### src/rtl/cache_2way_ctrl.sv
// Miss-handling sequencer for a 2-way set-associative cache array: tag compare,
// victim read-out, dirty writeback, block refill and replay over a req/ack port.
//
// state     | meaning
// IDLE      | waiting for cpu_req; request registers open
// COMPARE   | tag lookup; hit completes, miss starts the fill
// VICTIM    | read out the way the array will replace
// WRITEBACK | dirty victim block written to memory
// REFILL    | requested block read from memory
// INSTALL   | fill buffer written into the victim way, then replay
module cache_2way_ctrl #(
  parameter int OFFSET_WIDTH = 3,
  parameter int INDEX_WIDTH  = 6,
  parameter int TAG_WIDTH    = 30 - OFFSET_WIDTH - INDEX_WIDTH,
  localparam int BW          = 32 * (1 << OFFSET_WIDTH)
) (
  input  logic                    clk,
  input  logic                    rst,
  input  logic                    cpu_req,
  input  logic                    cpu_we,
  input  logic [31:0]             cpu_addr,
  input  logic [3:0]              cpu_byte_w_en,
  input  logic [31:0]             cpu_wdata,
  output logic [31:0]             cpu_rdata,
  output logic                    cpu_ready,
  output logic                    c_enable,
  output logic                    c_cmp,
  output logic                    c_write,
  output logic                    c_valid_in,
  output logic [3:0]              c_byte_w_en,
  output logic [TAG_WIDTH-1:0]    c_tag_in,
  output logic [INDEX_WIDTH-1:0]  c_index,
  output logic [OFFSET_WIDTH-1:0] c_word_sel,
  output logic [31:0]             c_data_in,
  output logic [BW-1:0]           c_data_block_in,
  input  logic                    c_hit,
  input  logic                    c_dirty,
  input  logic                    c_valid_out,
  input  logic [TAG_WIDTH-1:0]    c_tag_out,
  input  logic [31:0]             c_data_out,
  input  logic [BW-1:0]           c_data_wb,
  output logic                    mem_req,
  output logic                    mem_we,
  output logic [31:0]             mem_addr,
  output logic [BW-1:0]           mem_wdata,
  input  logic [BW-1:0]           mem_rdata,
  input  logic                    mem_ack,
  output logic [31:0]             hit_count,
  output logic [31:0]             miss_count
);

  localparam int IDX_LSB = OFFSET_WIDTH + 2;
  localparam int TAG_LSB = 32 - TAG_WIDTH;

  typedef enum logic [2:0] {
    S_IDLE, S_COMPARE, S_VICTIM, S_WRITEBACK, S_REFILL, S_INSTALL
  } state_t;

  state_t state_q, state_d;

  logic [TAG_WIDTH-1:0]    req_tag_q;
  logic [INDEX_WIDTH-1:0]  req_index_q;
  logic [OFFSET_WIDTH-1:0] req_word_q;
  logic                    req_we_q;
  logic [3:0]              req_be_q;
  logic [31:0]             req_wdata_q;
  logic                    first_cmp_q;
  logic [TAG_WIDTH-1:0]    vic_tag_q;
  logic [BW-1:0]           vic_data_q;
  logic [BW-1:0]           fill_q;
  logic [31:0]             rdata_q;
  logic                    ready_q;
  logic [31:0]             hit_cnt_q;
  logic [31:0]             miss_cnt_q;
  logic                    unused_addr_bits;

  assign unused_addr_bits = ^cpu_addr[1:0];

  always_ff @(posedge clk) begin
    if (rst) state_q <= S_IDLE;
    else     state_q <= state_d;
  end

  always_comb begin
    state_d = state_q;
    case (state_q)
      S_IDLE:      if (cpu_req) state_d = S_COMPARE;
      S_COMPARE:   state_d = c_hit ? S_IDLE : S_VICTIM;
      S_VICTIM:    state_d = (c_valid_out && c_dirty) ? S_WRITEBACK : S_REFILL;
      S_WRITEBACK: if (mem_ack) state_d = S_REFILL;
      S_REFILL:    if (mem_ack) state_d = S_INSTALL;
      S_INSTALL:   state_d = S_COMPARE;
      default:     state_d = S_IDLE;
    endcase
  end

  // c_cmp stays low from VICTIM to INSTALL so the array keeps the same victim way.
  always_comb begin
    c_enable        = 1'b0;
    c_cmp           = 1'b0;
    c_write         = 1'b0;
    c_valid_in      = 1'b0;
    c_byte_w_en     = 4'h0;
    c_tag_in        = '0;
    c_index         = '0;
    c_word_sel      = '0;
    c_data_in       = '0;
    c_data_block_in = '0;
    mem_req         = 1'b0;
    mem_we          = 1'b0;
    mem_addr        = '0;
    mem_wdata       = '0;
    if (state_q != S_IDLE) begin
      c_tag_in   = req_tag_q;
      c_index    = req_index_q;
      c_word_sel = req_word_q;
    end
    case (state_q)
      S_COMPARE: begin
        c_enable    = 1'b1;
        c_cmp       = 1'b1;
        c_write     = req_we_q;
        c_byte_w_en = req_be_q;
        c_data_in   = req_wdata_q;
      end
      S_VICTIM: c_enable = 1'b1;
      S_WRITEBACK: begin
        mem_req   = 1'b1;
        mem_we    = 1'b1;
        mem_addr  = {vic_tag_q, req_index_q, {(OFFSET_WIDTH+2){1'b0}}};
        mem_wdata = vic_data_q;
      end
      S_REFILL: begin
        mem_req  = 1'b1;
        mem_addr = {req_tag_q, req_index_q, {(OFFSET_WIDTH+2){1'b0}}};
      end
      S_INSTALL: begin
        c_enable        = 1'b1;
        c_write         = 1'b1;
        c_valid_in      = 1'b1;
        c_byte_w_en     = 4'hF;
        c_data_block_in = fill_q;
      end
      default: ;
    endcase
  end

  always_ff @(posedge clk) begin
    if (rst) begin
      req_tag_q   <= '0;
      req_index_q <= '0;
      req_word_q  <= '0;
      req_we_q    <= 1'b0;
      req_be_q    <= 4'h0;
      req_wdata_q <= '0;
      first_cmp_q <= 1'b0;
      vic_tag_q   <= '0;
      vic_data_q  <= '0;
      fill_q      <= '0;
      rdata_q     <= '0;
      ready_q     <= 1'b0;
      hit_cnt_q   <= '0;
      miss_cnt_q  <= '0;
    end else begin
      ready_q <= 1'b0;
      case (state_q)
        S_IDLE: if (cpu_req) begin
          req_tag_q   <= cpu_addr[31:TAG_LSB];
          req_index_q <= cpu_addr[IDX_LSB +: INDEX_WIDTH];
          req_word_q  <= cpu_addr[IDX_LSB-1:2];
          req_we_q    <= cpu_we;
          req_be_q    <= cpu_byte_w_en;
          req_wdata_q <= cpu_wdata;
          first_cmp_q <= 1'b1;
        end
        S_COMPARE: begin
          first_cmp_q <= 1'b0;
          if (c_hit) begin
            ready_q <= 1'b1;
            if (!req_we_q) rdata_q <= c_data_out;
            // the replay after a fill is not a second hit
            if (first_cmp_q) hit_cnt_q <= hit_cnt_q + 32'd1;
          end else begin
            miss_cnt_q <= miss_cnt_q + 32'd1;
          end
        end
        S_VICTIM: begin
          vic_tag_q  <= c_tag_out;
          vic_data_q <= c_data_wb;
        end
        S_REFILL: if (mem_ack) fill_q <= mem_rdata;
        default: ;
      endcase
    end
  end

  assign cpu_ready  = ready_q;
  assign cpu_rdata  = rdata_q;
  assign hit_count  = hit_cnt_q;
  assign miss_count = miss_cnt_q;

endmodule

### config.mk
export PLATFORM = sky130hd
export DESIGN_NAME = cache_2way_ctrl
export DESIGN_NICKNAME = d
export VERILOG_FILES = /design/src/rtl/cache_2way_ctrl.sv
export SDC_FILE = /design/constraint.sdc
export NUM_CORES = 2
export LEC_CHECK = 0
export CORE_AREA = 2 2 535 537
export CTS_CLUSTER_SIZE = 25
export DETAILED_ROUTE_END_ITERATION = 10
export DIE_AREA = 0 0 537 539
export GPL_ROUTABILITY_DRIVEN = 0
export PLACE_DENSITY = 0.3
export SLEW_MARGIN = 25
export SYNTH_ARGS = -nofsm -noshare
export SYNTH_HDL_FRONTEND = slang
export SYNTH_SLANG_ARGS = --single-unit
### constraint.sdc
create_clock -name clk -period 3.9 [get_ports clk]
set_input_delay 0.975 -clock clk [delete_from_list [all_inputs] [get_ports clk]]
set_output_delay 0.975 -clock clk [all_outputs]
set_load 0.01 [all_outputs]
==> flow_metrics.env <==
export IMPL_drc=0
export IMPL_grt_pass1_vias=31859
export IMPL_dpl_hpwl_um=162000
export IMPL_power_frac_seq_pct=40.1
export IMPL_synth_area_per_cell_sq_um=7.50
export IMPL_crit_path_end_kind="primary output"
export IMPL_async_reset_ff_share_pct=0
export IMPL_drt_iter0_drc=1474
export IMPL_die_width_um=537
export IMPL_clock_latency_ps=840
export IMPL_maxCapViolations=0
export IMPL_cts_tree="done"
export IMPL_cpMaxStageDelayCell="clkdlybuf4s50_1"
export IMPL_cts_hold_buf=0
export IMPL_seq_area_frac_synth_pct=48.4
export IMPL_antenna_found_initial=119
export IMPL_yosysUniqueCellTypes=43
export IMPL_nFillCells=32100
export IMPL_final_max_slew_viol_count=0
export IMPL_syn_inst=3869
export IMPL_synth_area_sq_um=29000
export IMPL_syn_to_final_growth_pct=76.2
export IMPL_clock_skew_ps=71.7
export IMPL_timing_final_ws_setup_ps=153
export IMPL_crit_required_ps=2920
export IMPL_cp_cell_sequence="buf_8 -> buf_4 -> nor3_2 -> buf_4 -> nor2b_1 -> clkdlybuf4s50_1"
export IMPL_multi_input_area_sq_um=13700
export IMPL_synth_edf_count=0
export IMPL_slew_limit_headroom_pct=19.9
export IMPL_synth_top_area_share_pct=48.4
export IMPL_synth_largest_area_cell="dfxtp_1"
export IMPL_hold_class="flop to flop"
export IMPL_fin_crit_ps=3750
export IMPL_clockBufferDepth=4
export IMPL_p_comb_share_pct=9.0
export IMPL_nNetsFinal=5758
export IMPL_grt_max_degree=163
export IMPL_clkPwrFrac_pct=50.9
export IMPL_grt_use_total_pct=14.1
export IMPL_die_h_um=539
export IMPL_cellLeakagePower_nw=19.0
export IMPL_path_clk_slew_ps=50
export IMPL_ys_top_cells_by_area="dfxtp_1, nand2_1, a21oi_1"
export IMPL_start_util_pct=10.2
export IMPL_yosys_warnings=0
export IMPL_final_cell_count_no_fill=8980
export IMPL_crit_buf_inv=4
export IMPL_ys_flop_type="dfxtp_1"
export IMPL_layout_area_seq_sq_um=14000
export IMPL_p_per_area_nw_per_um2=362
export IMPL_drive_gt1_share_pct=6.66
export IMPL_io_pins=1354
export IMPL_grt_overflow_total=0
export IMPL_antenna_left=0
export IMPL_vias=32006
export IMPL_cpPeakStageDelay_ps=580
export IMPL_grt_pass1_wl_um=284000
export IMPL_wirelength_um=213000
export IMPL_cp_common_cell="buf_4"
export IMPL_whs_ps=448
export IMPL_core_area_sq_um=284000
export IMPL_fin_crit_sh_pct=96.1
export IMPL_cp_top_family="buffers and inverters"
export IMPL_rsz0062_at_grt="false"
export IMPL_cts_sinks=701
export IMPL_switching_share_pct=26.1
export IMPL_cp_start_kind="flop"
export IMPL_power_w=0.0185
export IMPL_crit_type="flop to primary output"
export IMPL_h_tree_depth=3
export IMPL_cp_max_fo=32
export IMPL_cp_arrival_ps=2770
export IMPL_status="finished clean"
export IMPL_first_pass_iters=7
export IMPL_yosys_register_bits=701
export IMPL_p_int_w=0.0137
export IMPL_viasPerCell=3.56
export IMPL_dp_cells=8744
export IMPL_ir_worst_vdd_v=0.000302
export IMPL_cts_root_buffer="clkbuf_16"
export IMPL_post_drt_wl_per_cell_um=23.8
export IMPL_die_area_sq_um=289000
export IMPL_final_setup_viol_count=0
export IMPL_hold_viol_final=0
export IMPL_row_count=196
export IMPL_worst_slew_pin_slew_ps=1200
export IMPL_portBuffers=1346
export IMPL_fmax_ghz=0.267
export IMPL_p_switching_w=0.00484
export IMPL_pre_cts_ws_ps=381
export IMPL_cts_buffers=104
[cells in the final DEF, fill, tap and decap left out, drive strengths merged, types with 2 or more instances in the layout]
cell,count
nand2,1291
clkdlybuf4s50,1117
dfxtp,701
a21oi,677
and2,293
and3,258
buf,167
clkbuf,156
dlygate4sd2,144
nor2,42
dlymetal6s2s,39
nor2b,39
diode,36
or4,34
a22o,21
o31ai,21
inv,21
nand3,19
o21ai,18
or3,18
nand4,15
xnor2,10
clkinv,9
nor4,8
nor3,8
xor2,6
mux2,5
conb,5
and4,4
clkinvlp,4
bufbuf,4
or2,3
o41ai,3
or4b,3
bufinv,3
nand2b,3
nand4b,2
ha,2
[per-stage QoR]
step | utilization, % | TNS [ps] | instance area (sq um)
after floorplan | - | 0 | 29000
final | 18.0 | 0 | 51100
after global routing | 18.0 | 0 | 51000
after detailed placement | 16.6 | 0 | 47300
after CTS | 17.9 | -1000 | 50800
after global placement | 16.6 | 0 | 47300
[sequential cells by signal, indices dropped and copies added, names as in the netlist]
signal,count
cpu_ready,1
req_we_q,1
req_word_q,3
first_cmp_q,1
hit_count,32
vic_tag_q,21
cpu_rdata,32
miss_count,32
req_wdata_q,32
req_be_q,4
state_q,3
req_index_q,6
fill_q,256
vic_data_q,256
req_tag_q,21
[logic make-up after synthesis]
logic type	after synthesis	synth area share [%]
AND/OR/NAND/NOR	2046	32.8
adder cells (fa/ha/maj)	2	0.0863
buffers and inverters	355	4.67
flip-flops	701	48.4
XOR/XNOR	16	0.483
AO/OA/AOI/OAI	742	13.3
multiplexers	6	0.229
other	1	0.0129
[power groups by stage]
stage | sequential [W] | combinational, W | clock (W)
final | 0.00743 | 0.00167 | 0.00942
after global routing | 0.00744 | 0.00181 | 0.0101
after CTS | 0.00743 | 0.00171 | 0.00994
after detailed placement | 0.00759 | 0.00164 | 0
after global placement | 0.00759 | 0.00164 | 0
after floorplan | 0.00753 | 0.000530 | 0
[worst reg2reg max path, stage by stage (launching register included)]
cell,delay [ps]
dfxtp_2,340
buf_4,170
or3b_1,410
buf_4,210
or4_1,840
or4_1,580
a21oi_1,140
[synthesized netlist by cell type (15+ instances only)]
cell type	number
nor2b_1	39
and3_1	258
dfxtp_1	701
or3_1	18
clkbuf_1	320
and2_1	291
o21ai_0	18
nand2_1	1291
inv_1	17
a22o_1	21
or4_1	33
nor2_1	42
nand4_1	15
o31ai_1	21
a21oi_1	677
nand3_1	19
[layout make-up]
type                            count  area share [%]
Antenna cell                       36           0.176
Inverter                           17           0.125
Sequential cell                   701            27.5
Tap cell                         3762            9.21
Clock inverter                     20           0.492
Multi-Input combinational cell   2817            26.8
Clock buffer                      153            5.88
Timing Repair Buffer             1474            29.9
[path summary, 6_finish.rpt]
kind | from | endpoint | slack [ps] | cells past startpoint
worst max-delay path | state_q[0] | c_tag_in[3] | 150 | 6
worst min-delay path | req_wdata_q[8] | req_wdata_q[8] | 450 | 2
worst max register to register | state_q[2] | miss_count[17] | 1150 | 6
worst min register to register | req_wdata_q[8] | req_wdata_q[8] | 450 | 2
[routing by layer]
metal | vias up | GRT usage [%] | wire length [um]
met5 | - | 0 | 628
met4 | 98 | 4.16 | 5910
met3 | 328 | 6.38 | 23700
met2 | 1225 | 23.5 | 99400
met1 | 15113 | 15.9 | 83800
li1 | 15242 | - | -
[what timing repair did]
action / CTS / global route
endpoints found under the setup margin: 354 / 60
setup buffers: 13 / 4
pin swaps: 0 / 0
gates resized for setup: 169 / 48
gates cloned: 8 / 2
Note: power is estimated with default switching activity, not from simulation.
